`src/rtl/instr_fetch_unit_pkg.sv`:
```
// Shared types and constants for the instruction fetch stage.
package instr_fetch_unit_pkg;

    localparam int unsigned XLEN          = 32;
    localparam int unsigned INSTR_W       = 32;
    localparam int unsigned DEPTH_DEFAULT = 4;
    localparam logic [XLEN-1:0] RESET_PC_DEFAULT = 32'h0000_0000;

    // Fetch sequencer states
    typedef enum logic [1:0] {
        ST_IDLE = 2'd0,
        ST_REQ  = 2'd1,
        ST_DROP = 2'd2
    } fetch_state_e;

    // One prefetch FIFO entry
    typedef struct packed {
        logic [XLEN-1:0]    pc;
        logic [INSTR_W-1:0] instr;
    } fetch_entry_t;

    localparam int unsigned ENTRY_W = $bits(fetch_entry_t);

    // Clear the byte offset of an address
    function automatic logic [XLEN-1:0] word_align(input logic [XLEN-1:0] addr);
        return addr & ~XLEN'(3);
    endfunction

endpackage

```
`src/rtl/instr_fetch_unit_if.sv`:
```
// Memory request/ack bus plus decode valid/ready handshake.
interface instr_fetch_unit_if;
    import instr_fetch_unit_pkg::*;

    logic                mem_req;
    logic [XLEN-1:0]     mem_addr;
    logic                mem_ack;
    logic [INSTR_W-1:0]  mem_rdata;
    logic                instr_valid;
    logic                instr_ready;
    logic [INSTR_W-1:0]  instr;
    logic [XLEN-1:0]     pc;
    logic [XLEN-1:0]     pc_plus4;

    modport master (
        output mem_req, mem_addr, instr_valid, instr, pc, pc_plus4,
        input  mem_ack, mem_rdata, instr_ready
    );

    modport slave (
        input  mem_req, mem_addr, instr_valid, instr, pc, pc_plus4,
        output mem_ack, mem_rdata, instr_ready
    );

endinterface

```
`src/rtl/instr_fetch_unit_fifo.sv`:
```
// Prefetch FIFO; flush wins over push and pop, push when full is taken if a pop frees a slot.
module instr_fetch_unit_fifo #(
    parameter  int unsigned WIDTH = 64,
    parameter  int unsigned DEPTH = 4,
    localparam int unsigned PTR_W = $clog2(DEPTH),
    localparam int unsigned CNT_W = $clog2(DEPTH + 1)
) (
    input  logic             clk_i,
    input  logic             rst_i,
    input  logic             push_i,
    input  logic             pop_i,
    input  logic             flush_i,
    input  logic [WIDTH-1:0] din_i,
    output logic [WIDTH-1:0] dout_o,
    output logic             full_o,
    output logic             empty_o,
    output logic [CNT_W-1:0] count_o
);

    logic [WIDTH-1:0] mem_q [DEPTH];
    logic [PTR_W-1:0] wr_ptr_q, wr_ptr_d;
    logic [PTR_W-1:0] rd_ptr_q, rd_ptr_d;
    logic [CNT_W-1:0] count_q, count_d;
    logic             do_push, do_pop;

    assign full_o  = (count_q == CNT_W'(DEPTH));
    assign empty_o = (count_q == '0);
    assign count_o = count_q;
    assign dout_o  = mem_q[rd_ptr_q];
    assign do_pop  = pop_i & ~empty_o;
    assign do_push = push_i & (~full_o | do_pop);

    // Pointer and occupancy update
    always_comb begin
        wr_ptr_d = wr_ptr_q;
        rd_ptr_d = rd_ptr_q;
        count_d  = count_q;
        if (flush_i) begin
            wr_ptr_d = '0;
            rd_ptr_d = '0;
            count_d  = '0;
        end else begin
            if (do_push) wr_ptr_d = wr_ptr_q + PTR_W'(1);
            if (do_pop)  rd_ptr_d = rd_ptr_q + PTR_W'(1);
            count_d = count_q + CNT_W'(do_push) - CNT_W'(do_pop);
        end
    end

    // Pointer and occupancy registers
    always_ff @(posedge clk_i) begin
        if (!rst_i) begin
            wr_ptr_q <= '0;
            rd_ptr_q <= '0;
            count_q  <= '0;
        end else begin
            wr_ptr_q <= wr_ptr_d;
            rd_ptr_q <= rd_ptr_d;
            count_q  <= count_d;
        end
    end

    // Entry storage, cleared so the head reads zero after reset
    always_ff @(posedge clk_i) begin
        if (!rst_i) begin
            for (int i = 0; i < int'(DEPTH); i++) mem_q[i] <= '0;
        end else if (do_push && !flush_i) begin
            mem_q[wr_ptr_q] <= din_i;
        end
    end

endmodule

```
`src/rtl/instr_fetch_unit.sv`:
```
// Fetch stage: issues word reads, buffers {pc, instr}, flushes and restarts on redirect.
module instr_fetch_unit
    import instr_fetch_unit_pkg::*;
#(
    parameter logic [XLEN-1:0] RESET_PC = RESET_PC_DEFAULT,
    parameter int unsigned     DEPTH    = DEPTH_DEFAULT
) (
    input  logic                      clk_i,
    input  logic                      rst_i,
    input  logic                      redirect_i,
    input  logic [XLEN-1:0]           redirect_pc_i,
    instr_fetch_unit_if.master        bus_if
);

    localparam int unsigned CNT_W = $clog2(DEPTH + 1);

    fetch_state_e    state_q, state_d;
    logic [XLEN-1:0] fetch_pc_q, fetch_pc_d;
    logic [XLEN-1:0] mem_addr_q, mem_addr_d;
    logic            mem_req_q, mem_req_d;
    logic [XLEN-1:0] target_pc;
    logic            ack_c, pop_c, push_c;
    logic            fifo_full, fifo_empty;
    logic [CNT_W-1:0] fifo_count, count_after_push;
    fetch_entry_t    push_entry, head;
    logic [ENTRY_W-1:0] head_bits;

    assign target_pc        = word_align(redirect_pc_i);
    assign ack_c            = mem_req_q & bus_if.mem_ack;
    assign pop_c            = ~fifo_empty & bus_if.instr_ready & ~redirect_i;
    assign count_after_push = fifo_count + CNT_W'(1) - CNT_W'(pop_c);
    assign mem_req_d        = (state_d != ST_IDLE);

    // State register
    always_ff @(posedge clk_i) begin
        if (!rst_i) state_q <= ST_IDLE;
        else        state_q <= state_d;
    end

    // Next-state logic
    always_comb begin
        state_d = state_q;
        case (state_q)
            ST_IDLE: if (!redirect_i && !fifo_full) state_d = ST_REQ;
            ST_REQ: begin
                if (ack_c) begin
                    if (redirect_i)                             state_d = ST_REQ;
                    else if (count_after_push < CNT_W'(DEPTH))  state_d = ST_REQ;
                    else                                        state_d = ST_IDLE;
                end else if (redirect_i) begin
                    state_d = ST_DROP;
                end
            end
            ST_DROP: if (ack_c) state_d = redirect_i ? ST_IDLE : ST_REQ;
            default: state_d = ST_IDLE;
        endcase
    end

    // Fetch PC, request address and FIFO push control
    always_comb begin
        fetch_pc_d = fetch_pc_q;
        mem_addr_d = mem_addr_q;
        push_c     = 1'b0;
        case (state_q)
            ST_IDLE: begin
                if (redirect_i)      fetch_pc_d = target_pc;
                else if (!fifo_full) mem_addr_d = fetch_pc_q;
            end
            ST_REQ: begin
                if (redirect_i) begin
                    fetch_pc_d = target_pc;
                    if (ack_c) mem_addr_d = target_pc;
                end else if (ack_c) begin
                    push_c     = 1'b1;
                    fetch_pc_d = fetch_pc_q + XLEN'(4);
                    mem_addr_d = fetch_pc_q + XLEN'(4);
                end
            end
            ST_DROP: begin
                if (redirect_i) fetch_pc_d = target_pc;
                else if (ack_c) mem_addr_d = fetch_pc_q;
            end
            default: ;
        endcase
    end

    // Fetch PC and memory request registers
    always_ff @(posedge clk_i) begin
        if (!rst_i) begin
            fetch_pc_q <= RESET_PC;
            mem_addr_q <= '0;
            mem_req_q  <= 1'b0;
        end else begin
            fetch_pc_q <= fetch_pc_d;
            mem_addr_q <= mem_addr_d;
            mem_req_q  <= mem_req_d;
        end
    end

    assign push_entry.pc    = mem_addr_q;
    assign push_entry.instr = bus_if.mem_rdata;

    instr_fetch_unit_fifo #(
        .WIDTH (ENTRY_W),
        .DEPTH (DEPTH)
    ) u_fifo (
        .clk_i   (clk_i),
        .rst_i   (rst_i),
        .push_i  (push_c),
        .pop_i   (pop_c),
        .flush_i (redirect_i),
        .din_i   (push_entry),
        .dout_o  (head_bits),
        .full_o  (fifo_full),
        .empty_o (fifo_empty),
        .count_o (fifo_count)
    );

    assign head               = fetch_entry_t'(head_bits);
    assign bus_if.mem_req     = mem_req_q;
    assign bus_if.mem_addr    = mem_addr_q;
    assign bus_if.instr_valid = ~fifo_empty;
    assign bus_if.instr       = head.instr;
    assign bus_if.pc          = head.pc;
    assign bus_if.pc_plus4    = head.pc + XLEN'(4);

endmodule

```
`src/flat_wrapper.sv`:
```
// flat-port wrapper written by rule: the top's interface ports become plain ports
module instr_fetch_unit_flat import instr_fetch_unit_pkg::*;
#(
    parameter logic [XLEN-1:0] RESET_PC = RESET_PC_DEFAULT,
    parameter int unsigned     DEPTH    = DEPTH_DEFAULT
)
  (clk_i, rst_i, redirect_i, redirect_pc_i, bus_if_mem_req, bus_if_mem_addr, bus_if_instr_valid, bus_if_instr, bus_if_pc, bus_if_pc_plus4, bus_if_mem_ack, bus_if_mem_rdata, bus_if_instr_ready);
  instr_fetch_unit_if bus_if_i ();
  input  logic clk_i;
  input  logic rst_i;
  input  logic redirect_i;
  input  logic [XLEN-1:0] redirect_pc_i;
  output wire logic [$bits(bus_if_i.mem_req)-1:0] bus_if_mem_req;
  output wire logic [$bits(bus_if_i.mem_addr)-1:0] bus_if_mem_addr;
  output wire logic [$bits(bus_if_i.instr_valid)-1:0] bus_if_instr_valid;
  output wire logic [$bits(bus_if_i.instr)-1:0] bus_if_instr;
  output wire logic [$bits(bus_if_i.pc)-1:0] bus_if_pc;
  output wire logic [$bits(bus_if_i.pc_plus4)-1:0] bus_if_pc_plus4;
  input wire logic [$bits(bus_if_i.mem_ack)-1:0] bus_if_mem_ack;
  input wire logic [$bits(bus_if_i.mem_rdata)-1:0] bus_if_mem_rdata;
  input wire logic [$bits(bus_if_i.instr_ready)-1:0] bus_if_instr_ready;
  assign bus_if_mem_req = bus_if_i.mem_req;
  assign bus_if_mem_addr = bus_if_i.mem_addr;
  assign bus_if_instr_valid = bus_if_i.instr_valid;
  assign bus_if_instr = bus_if_i.instr;
  assign bus_if_pc = bus_if_i.pc;
  assign bus_if_pc_plus4 = bus_if_i.pc_plus4;
  assign bus_if_i.mem_ack = bus_if_mem_ack;
  assign bus_if_i.mem_rdata = bus_if_mem_rdata;
  assign bus_if_i.instr_ready = bus_if_instr_ready;
  instr_fetch_unit #(.RESET_PC(RESET_PC), .DEPTH(DEPTH)) u_core (.clk_i(clk_i), .rst_i(rst_i), .redirect_i(redirect_i), .redirect_pc_i(redirect_pc_i), .bus_if(bus_if_i));
endmodule
```
`config.mk`:
```
export PLATFORM = sky130hd
export DESIGN_NAME = instr_fetch_unit_flat
export DESIGN_NICKNAME = d
export VERILOG_FILES = /design/src/rtl/instr_fetch_unit_pkg.sv /design/src/rtl/instr_fetch_unit_if.sv /design/src/rtl/instr_fetch_unit_fifo.sv /design/src/rtl/instr_fetch_unit.sv /design/src/flat_wrapper.sv
export SDC_FILE = /design/constraint.sdc
export NUM_CORES = 1
export LEC_CHECK = 0
export BUFFER_PORTS_ARGS = -buffer_cell sky130_fd_sc_hd__buf_2
export CAP_MARGIN = 20
export CORE_MARGIN = 2
export CORE_UTILIZATION = 53
export CTS_CLUSTER_DIAMETER = 200
export DETAILED_ROUTE_END_ITERATION = 6
export PLACE_DENSITY = 0.82
export REMOVE_ABC_BUFFERS = 1
export SYNTH_ARGS = -nofsm -noshare
export SYNTH_HDL_FRONTEND = slang
export SYNTH_SLANG_ARGS = --single-unit
export TNS_END_PERCENT = 10
```
`constraint.sdc`:
```
create_clock -name clk_i -period 6.68 [get_ports clk_i]
set_clock_uncertainty 0.1 [all_clocks]
set_input_delay 0.668 -clock clk_i [delete_from_list [all_inputs] [get_ports clk_i]]
set_output_delay 0.668 -clock clk_i [all_outputs]
set_load 0.02 [all_outputs]
```
==> results.sh, run 1 <==
export IMPL_dp_slack_ns=2.485
export IMPL_fin_setup_tns_ns=0
export IMPL_status="complete, no violations"
export IMPL_final_common_cell="and2_1"
export IMPL_die_area_mm2=0.03162
export IMPL_path_class="reg2out"
export IMPL_grt_setup_unrepaired="false"
export IMPL_numPlacedInstances=1810
export IMPL_start_util=0.5389
export IMPL_wl_um=38820
export IMPL_r2r_end="u_core.u_fifo.mem_q[1][21]"
export IMPL_final_hold_violation_count=0
export IMPL_start_kind="register"
export IMPL_ys_seq_area_frac=0.5750
export IMPL_crit_fanout=35
export IMPL_end_kind="primary output"
export IMPL_grt_pass1_wl_um=59730
export IMPL_grt_pass1_vias=11060
export IMPL_drc_errors=0
export IMPL_root_buffer="clkbuf_16"
export IMPL_final_cell_mix="and2_1, edfxtp_1, buf_2"
export IMPL_p_leak_nw=7.068
export IMPL_netlist_area_mm2=0.01602
export IMPL_drt_wirelength_per_cell_um=20.68
export IMPL_fillCellCount=2281
export IMPL_pin_count=199
export IMPL_area_delta_synth_final_pct=15.46
export IMPL_post_cts_buffers=0
export IMPL_synth_edf_count=256
export IMPL_period_needed_ns=4.595
export IMPL_hold_class="in2reg"
export IMPL_ys_async_sr_fraction=0
export IMPL_syn_avg_cell_area_um2=12.31
export IMPL_multi_input_area_mm2=0.006426
export IMPL_drive_gt1_frac=0.2414
export IMPL_clock_sinks=332
export IMPL_drtIter0Drc=1051
export IMPL_fin_nets=1534
export IMPL_worstPathArrival_ns=3.83
export IMPL_synth_flop_cell="edfxtp_1"
export IMPL_synth_warning_count=0
export IMPL_maxCapViolations=0
export IMPL_cp_endpoint="bus_if_pc_plus4[27]"
export IMPL_synth_seq_cells=332
export IMPL_via_count=11185
export IMPL_die_height_um=177.8
export IMPL_cts_tree="yes"
export IMPL_grt_use_total=0.2462
export IMPL_hpwl_um=23220
export IMPL_power_density_mw_per_mm2=254.6
export IMPL_drt_pass1_iterations=6
export IMPL_max_clock_freq_mhz=217.6
export IMPL_port_buffers=196
export IMPL_antenna_left=0
export IMPL_finalCritPeriodShare=0.6878
export IMPL_core_mm2=0.02972
export IMPL_ff_latch_area_mm2=0.009216
export IMPL_r2r_start="u_core.state_q[0]"
export IMPL_drv_slew=0
export IMPL_antenna_found_initial=0
export IMPL_antenna_cells=0
export IMPL_via_per_inst=5.959
export IMPL_fin_cells=1877
export IMPL_r2r_setup_slack_ns=3.06
export IMPL_fin_util=0.6222
export IMPL_gp_congestion=0.8897
export IMPL_htree_levels=2
export IMPL_grt_overflow=0
export IMPL_setup_violations=0
export IMPL_synth_distinct_cells=68
export IMPL_clockBufferDepth=3
export IMPL_worst_hold_slack_ns=0.3464
export IMPL_slew_headroom=0.3092
export IMPL_clk_latency_ns=0.52
export IMPL_cts_resized=0
export IMPL_fin_ws_ns=2.085
export IMPL_clk_pin_slew_ns=0.05
export IMPL_grt_max_degree=72
export IMPL_ir_drop_mv=0.2266
export IMPL_cts_buffers=37
export IMPL_slowest_delay_ns=0.82
export IMPL_critPathSlowestCell="dfxtp_4"
export IMPL_hold_buffers=0
export IMPL_die_w_um=177.8
export IMPL_fp_row_count=63
export IMPL_reg2regPathDepth=7
export IMPL_synth_cells=1301
export IMPL_tightest_slew_ns=1.036
export IMPL_required_ns=5.91
export IMPL_cp_cell_sequence="buf_4 -> mux4_2 -> and4_4 -> nand3_4 -> nor4_4 -> nand2_1 -> xnor2_1 -> buf_2"
[worst min path at each step]
stage	depth (start not counted)	slack (ns)	to	startpoint
after floorplan	1	0.33	u_core.fetch_pc_q[0]	u_core.fetch_pc_q[0]
after global placement	1	0.34	u_core.fetch_pc_q[0]	u_core.fetch_pc_q[0]
after detailed placement	1	0.35	u_core.fetch_pc_q[0]	u_core.fetch_pc_q[0]
after CTS	3	0.33	u_core.fetch_pc_q[3]	redirect_pc_i[3]
after global routing	3	0.35	u_core.fetch_pc_q[2]	redirect_pc_i[2]
final	3	0.35	u_core.fetch_pc_q[2]	redirect_pc_i[2]
[routing by layer]
layer	share of wire	track usage	vias to the layer above
met5	0	0	-
met4	0.019	0.06694	0
met3	0.083	0.04177	56
met2	0.50	0.4246	502
met1	0.40	0.3226	5508
li1	-	-	5119
[cells by family after synthesis]
kind of cell	after synthesis	synth area share
xor gates and xnor gates	40	0.02188
muxes	66	0.09250
and+or+nand+nor	555	0.1979
buffers and inverters	109	0.02906
adders and majority gates	5	0.004375
DFF	332	0.5750
AOI/OAI and AO/OA	194	0.07930
[critical path: cells and delay by family, from the launching register on]
family,cells,cell delay [ns]
buf+inv,2,0.84
flops,1,0.82
simple gates,4,0.98
mux,1,0.45
xor+xnor,1,0.20
[power by group]
part           total [mW]  switching, mW  internal [mW]
registers            2.37         0.0616           2.30
clock network        1.97          0.796           1.18
logic               0.371          0.244          0.127
[sequential cells by signal, indices dropped and copies added (netlist names), named ones only]
name,count
u_core.u_fifo.mem_q,256
u_core.bus_if.mem_addr,32
u_core.fetch_pc_q,32
u_core.u_fifo.count_o,3
u_core.state_q,2
u_core.u_fifo.rd_ptr_q,2
u_core.u_fifo.wr_ptr_q,2
u_core.bus_if.mem_req,1
[metrics by stage]
step	instance area [µm²]	power [mW]
2_1_floorplan	15610	2.619
3_3_place_gp	17290	2.759
3_5_place_dp	17290	2.775
4_1_cts	18470	4.728
5_1_grt	18490	4.843
6_report	18490	4.709
[synth_stat cells (16+ instances only)]
cell type	count	area (µm²)
nand3_1	32	160.2
clkbuf_1	73	274.0
xnor2_1	26	227.7
and3_1	16	100.1
nand2_1	77	289.0
inv_1	16	60.06
dfxtp_1	76	1521
edfxtp_1	256	7687
a22oi_1	18	135.1
nor3_1	23	115.1
a221oi_1	17	148.9
and2_1	261	1633
a21oi_1	29	145.1
nor2_1	84	315.3
o21ai_0	63	315.3
o31ai_1	22	165.2
mux4_2	59	1329
[final cells by class]
| class | count | area share |
|---|---|---|
| Timing Repair Buffer | 213 | 0.06063 |
| Clock inverter | 16 | 0.007172 |
| Tap cell | 390 | 0.02639 |
| Sequential cell | 332 | 0.4984 |
| Multi-Input combinational cell | 860 | 0.3475 |
| Inverter | 16 | 0.003248 |
| Clock buffer | 50 | 0.05663 |
Note: power is estimated with default switching activity, not from simulation.
==> run 2: changes to the inputs <==
clock period = 3.9 ns   (was 6.68 ns; I/O delays follow)
==> results.sh, run 2 (synthesis results as in run 1) <==
export IMPL_htree_levels=2
export IMPL_grt_pass1_vias=11089
export IMPL_power_density_mw_per_mm2=426.3
export IMPL_multi_input_area_mm2=0.006426
export IMPL_required_ns=3.41
export IMPL_worstPathArrival_ns=3.23
export IMPL_clockBufferDepth=3
export IMPL_drt_pass1_iterations=7
export IMPL_hold_class="in2reg"
export IMPL_core_mm2=0.02972
export IMPL_dp_slack_ns=0.7652
export IMPL_pin_count=199
export IMPL_grt_pass1_wl_um=60750
export IMPL_start_kind="register"
export IMPL_final_hold_violation_count=0
export IMPL_hpwl_um=23990
export IMPL_wl_um=39310
export IMPL_tightest_slew_ns=0.9437
export IMPL_final_cell_mix="and2_1, edfxtp_1, buf_2"
export IMPL_status="complete, no violations"
export IMPL_clk_latency_ns=0.52
export IMPL_grt_overflow=0
export IMPL_antenna_cells=0
export IMPL_ff_latch_area_mm2=0.009216
export IMPL_critPathSlowestCell="dfxtp_4"
export IMPL_total_power_mw=7.905
export IMPL_end_kind="primary output"
export IMPL_die_area_mm2=0.03162
export IMPL_slew_headroom=0.3708
export IMPL_hold_buffers=0
export IMPL_clock_sinks=332
export IMPL_period_needed_ns=3.721
export IMPL_drt_wirelength_per_cell_um=20.89
export IMPL_largest_register_ffs=256
export IMPL_root_buffer="clkbuf_16"
export IMPL_crit_fanout=33
export IMPL_regMostFlops="u_core.u_fifo.mem_q"
export IMPL_clk_pin_slew_ns=0.06
export IMPL_antenna_left=0
export IMPL_cts_tree="yes"
export IMPL_start_util=0.5389
export IMPL_fin_ws_ns=0.1787
export IMPL_via_per_inst=5.961
export IMPL_port_buffers=196
export IMPL_maxCapViolations=0
export IMPL_slowest_delay_ns=0.69
export IMPL_path_class="reg2out"
export IMPL_cp_top_family="simple AND/OR/NAND/NOR gates"
export IMPL_fp_row_count=63
export IMPL_gp_congestion=0.8731
export IMPL_drive_gt1_frac=0.2426
export IMPL_via_count=11218
export IMPL_grt_max_degree=65
export IMPL_grt_use_total=0.2506
export IMPL_die_height_um=177.8
export IMPL_final_common_cell="and2_1"
export IMPL_antenna_found_initial=0
export IMPL_p_leak_nw=7.085
export IMPL_max_clock_freq_mhz=268.7
export IMPL_drtIter0Drc=1087
export IMPL_ir_drop_mv=0.3368
export IMPL_cp_cell_sequence="mux4_2 -> and4_1 -> nand3_4 -> nor3_1 -> nand3_1 -> xnor2_1 -> buf_2"
export IMPL_die_w_um=177.8
export IMPL_cts_buffers=36
export IMPL_grt_setup_unrepaired="false"
export IMPL_fillCellCount=2249
export IMPL_cp_buffers_inverters=1
export IMPL_fin_nets=1539
export IMPL_setup_violations=0
export IMPL_area_delta_synth_final_pct=15.78
export IMPL_finalCritPeriodShare=0.9542
export IMPL_drv_slew=0
export IMPL_drc_errors=0
-- run 2: repair_timing --
item / in CTS / in global routing
endpoints found under the setup margin: 0 / 3
buffers inserted: 0 / 0
resized for setup: 0 / 1
-- run 2: layout make-up --
| type | count | area share |
|---|---|---|
| clock buffer | 54 | 0.05331 |
| tap | 390 | 0.02632 |
| timing repair buffer | 219 | 0.06761 |
| clock inverter | 11 | 0.005938 |
| multi-input combinational | 860 | 0.3466 |
| inverter | 16 | 0.003239 |
| sequential | 332 | 0.4970 |
-- run 2: worst min-delay path: cells and delay by family --
| family | cells | cell delay, ns |
|---|---|---|
| buffers and inverters | 1 | 0.10 |
| AO/OA/AOI/OAI | 1 | 0.07 |
| AND/OR/NAND/NOR | 1 | 0.05 |
-- run 2: power breakdown --
| group | switching (mW) | internal, mW | total [mW] |
|---|---|---|---|
| clock | 1.37 | 1.84 | 3.21 |
| combinational | 0.420 | 0.224 | 0.644 |
| sequential | 0.107 | 3.95 | 4.05 |
-- run 2: final timing paths --
check | from | cells after the start | end | slack [ns]
setup / recovery | register | 7 | bus_if_pc_plus4[19] | 0.18
hold / removal | redirect_pc_i[3] | 3 | u_core.fetch_pc_q[3] | 0.06
setup reg to reg | u_core.state_q[0] | 12 | u_core.u_fifo.count_o[2] | 0.81
hold reg to reg | u_core.fetch_pc_q[0] | 1 | u_core.fetch_pc_q[0] | 0.36
-- run 2: layer usage --
layer  up-vias  track usage  wire length, µm
li1       5115            -                -
met5         -            0                0
met2       549       0.4265            19360
met3        82      0.03749             3285
met4         0      0.07684             1020
met1      5472       0.3328            15640
-- run 2: stage by stage --
| step | hold WS (ns) | util | cell area [µm²] | std cells | setup TNS (ns) |
|---|---|---|---|---|---|
| 2_1_floorplan | 0.3294 | - | 15610 | 1208 | -1123.17 |
| 3_3_place_gp | 0.3426 | 0.5868 | 17440 | 1817 | 0 |
| 3_5_place_dp | 0.3443 | 0.5868 | 17440 | 1817 | 0 |
| 4_1_cts | 0.03657 | 0.6238 | 18540 | 1882 | 0 |
| 5_1_grt | 0.04392 | 0.6240 | 18540 | 1882 | 0 |
| 6_report | 0.05619 | 0.6240 | 18540 | 1882 | 0 |
==> run 3: changes to the inputs <==
ABC_AREA = 1   (was default)
PLACE_DENSITY = 0.81   (was 0.82)
==> results.sh, run 3 <==
export IMPL_status="complete, no violations"
export IMPL_grt_pass1_wl_um=74370
export IMPL_worstPathArrival_ns=3.25
export IMPL_start_kind="register"
export IMPL_port_buffers=196
export IMPL_antenna_left=0
export IMPL_die_height_um=182.6
export IMPL_core_mm2=0.03147
export IMPL_synth_most_common_cell="nand2_1"
export IMPL_start_util=0.5373
export IMPL_path_class="reg2out"
export IMPL_final_hold_violation_count=0
export IMPL_tightest_slew_ns=0.9884
export IMPL_synth_edf_count=256
export IMPL_drt_wirelength_per_cell_um=17.98
export IMPL_maxCapViolations=0
export IMPL_synth_seq_cells=332
export IMPL_design_area_mm2=0.01926
export IMPL_r2r_start="u_core.state_q[0]"
export IMPL_max_clock_freq_mhz=267.4
export IMPL_total_power_mw=8.374
export IMPL_grt_setup_unrepaired="false"
export IMPL_final_common_cell="nand2_1"
export IMPL_drc_errors=0
export IMPL_end_kind="primary output"
export IMPL_clockBufferDepth=3
export IMPL_htree_levels=2
export IMPL_synth_cells=2093
export IMPL_yosysTopAreaCellShare=0.4545
export IMPL_slew_headroom=0.3404
export IMPL_dpl_cell_area_mm2=0.01816
export IMPL_yosys_area_top_type="edfxtp_1"
export IMPL_netlist_area_mm2=0.01691
export IMPL_cp_cell_sequence="buf_4 -> nand2_1 -> nand2_1 -> nand2_1 -> nand2_1 -> nand2_2 -> nor2_1 -> nand2_1 -> nor2_2 -> xor2_1 -> buf_2"
export IMPL_ys_seq_area_frac=0.5445
export IMPL_synth_common_cells="nand2_1, nor2_1, edfxtp_1"
export IMPL_synth_distinct_cells=38
export IMPL_drtIter0Drc=1721
export IMPL_wl_um=47980
export IMPL_via_per_inst=5.656
export IMPL_drv_slew=0
export IMPL_drt_pass1_iterations=6
export IMPL_cp_endpoint="bus_if_pc_plus4[13]"
export IMPL_slowest_delay_ns=0.62
export IMPL_r2r_end="u_core.u_fifo.mem_q[1][13]"
export IMPL_hpwl_um=31050
export IMPL_setup_violations=0
export IMPL_grt_overflow=0
export IMPL_fin_ws_ns=0.1599
export IMPL_critPathSlowestCell="dfxtp_4"
export IMPL_final_cell_mix="nand2_1, nor2_1, edfxtp_1"
export IMPL_cts_tree="yes"
export IMPL_antenna_cells=0
export IMPL_antenna_found_initial=0
export IMPL_ir_drop_mv=0.3297
export IMPL_path_common_cell="nand2_1"
export IMPL_drive_gt1_frac=0.1372
export IMPL_regMostFlops="u_core.u_fifo.mem_q"
export IMPL_grt_use_total=0.2844
export IMPL_clk_latency_ns=0.53
export IMPL_area_delta_synth_final_pct=13.86
export IMPL_power_density_mw_per_mm2=434.9
export IMPL_grt_max_degree=65
export IMPL_syn_avg_cell_area_um2=8.080
export IMPL_cts_buffers=36
export IMPL_p_leak_nw=8.483
export IMPL_required_ns=3.41
export IMPL_synthTopCellsByArea="edfxtp_1, nand2_1, nor2_1"
export IMPL_gp_congestion=0.9569
export IMPL_largest_register_ffs=256
export IMPL_via_count=15091
export IMPL_r2r_setup_slack_ns=1.23
export IMPL_crit_fanout=36
export IMPL_clk_pin_slew_ns=0.06
export IMPL_fp_row_count=65
export IMPL_dp_slack_ns=0.8006
export IMPL_pin_count=199
export IMPL_grt_pass1_vias=14098
export IMPL_period_needed_ns=3.740
export IMPL_finalCritPeriodShare=0.9590
export IMPL_root_buffer="clkbuf_16"
export IMPL_synth_warning_count=0
export IMPL_synth_flop_cell="edfxtp_1"
export IMPL_die_w_um=182.6
export IMPL_ys_async_sr_fraction=0
export IMPL_die_area_mm2=0.03336
export IMPL_clock_sinks=332
export IMPL_reg2regPathDepth=9
export IMPL_hold_class="in2reg"
export IMPL_fin_nets=2317
## run 3: cell count changes after synthesis, sizes merged, moves of 18 or more
cell   before  now
nand2      78  598
nor2       84  424
and2      262    0
inv        16  166
o21ai      65  137
a21oi      29   97
nand3      37  105
mux4       64    0
o22ai       1   42
buf        19   51
xnor2      26    1
nor3       24    2
o31ai      22    2
a22oi      18    0
## run 3: final cells by class
cell class | count | area, µm²
inverters | 166 | 625.6
repair buffers | 224 | 1277
multi-input cells | 1483 | 6571
flip-flops and latches | 332 | 9214
clock buffers | 43 | 927.1
fillers | 2608 | 12220
well taps | 402 | 503.0
clock inverters | 18 | 138.9
## run 3: worst max-delay path, delay by kind of cell (launching register included)
kind / cells / cell delay [ns]
flip-flops: 1 / 0.62
buffers and inverters: 2 / 0.65
XOR/XNOR: 1 / 0.32
AND/OR/NAND/NOR: 8 / 1.11
## run 3: cell families (layout without fill, tap and decap cells)
logic type / Yosys count / count (layout) / share of synthesized area
adder cells (fa/ha/maj): 5 / 5 / 0.004143
AO/OA/AOI/OAI: 297 / 297 / 0.09447
buffers and inverters: 278 / 451 / 0.07028
AND/OR/NAND/NOR: 1150 / 1150 / 0.2705
flip-flops: 332 / 332 / 0.5445
XOR/XNOR: 31 / 31 / 0.01605
## run 3: metrics by stage
stage | utilization | setup TNS (ns) | hold WS [ns] | std cells
2_1_floorplan | - | -826.03 | 0.3157 | 1981
3_3_place_gp | 0.5769 | 0 | 0.3229 | 2606
3_5_place_dp | 0.5769 | 0 | 0.3379 | 2606
4_1_cts | 0.6108 | 0 | 0.03899 | 2667
5_1_grt | 0.6118 | 0 | 0.06488 | 2668
6_report | 0.6118 | 0 | 0.05189 | 2668
## run 3: metal layers
metal / GRT usage / share of wire / up-vias / routed length, µm
met3: 0.04670 / 0.11 / 117 / 5304
met5: 0 / 0 / - / 0
met4: 0.1065 / 0.032 / 0 / 1559
li1: - / - / 7142 / -
met1: 0.3657 / 0.38 / 6950 / 18000
met2: 0.4850 / 0.48 / 882 / 23120
## run 3: where the power goes
part	total [mW]	switching, mW	internal (mW)
logic	1.03	0.717	0.309
registers	4.20	0.189	4.01
clock network	3.15	1.38	1.77
## run 3: repair_timing
action,CTS,global route
buffers inserted,0,0
hold buffers,0,0
setup endpoints to repair,0,4
gates resized for setup,0,2
## run 3: worst min path at each step
stage / startpoint / cells past startpoint / slack (ns) / end
3_5_place_dp: u_core.fetch_pc_q[1] / 2 / 0.34 / u_core.fetch_pc_q[1]
2_1_floorplan: u_core.fetch_pc_q[0] / 2 / 0.32 / u_core.fetch_pc_q[0]
6_report: redirect_pc_i[4] / 3 / 0.05 / u_core.fetch_pc_q[4]
4_1_cts: redirect_pc_i[4] / 3 / 0.04 / u_core.fetch_pc_q[4]
3_3_place_gp: u_core.fetch_pc_q[0] / 2 / 0.32 / u_core.fetch_pc_q[0]
5_1_grt: redirect_pc_i[20] / 3 / 0.06 / u_core.fetch_pc_q[20]
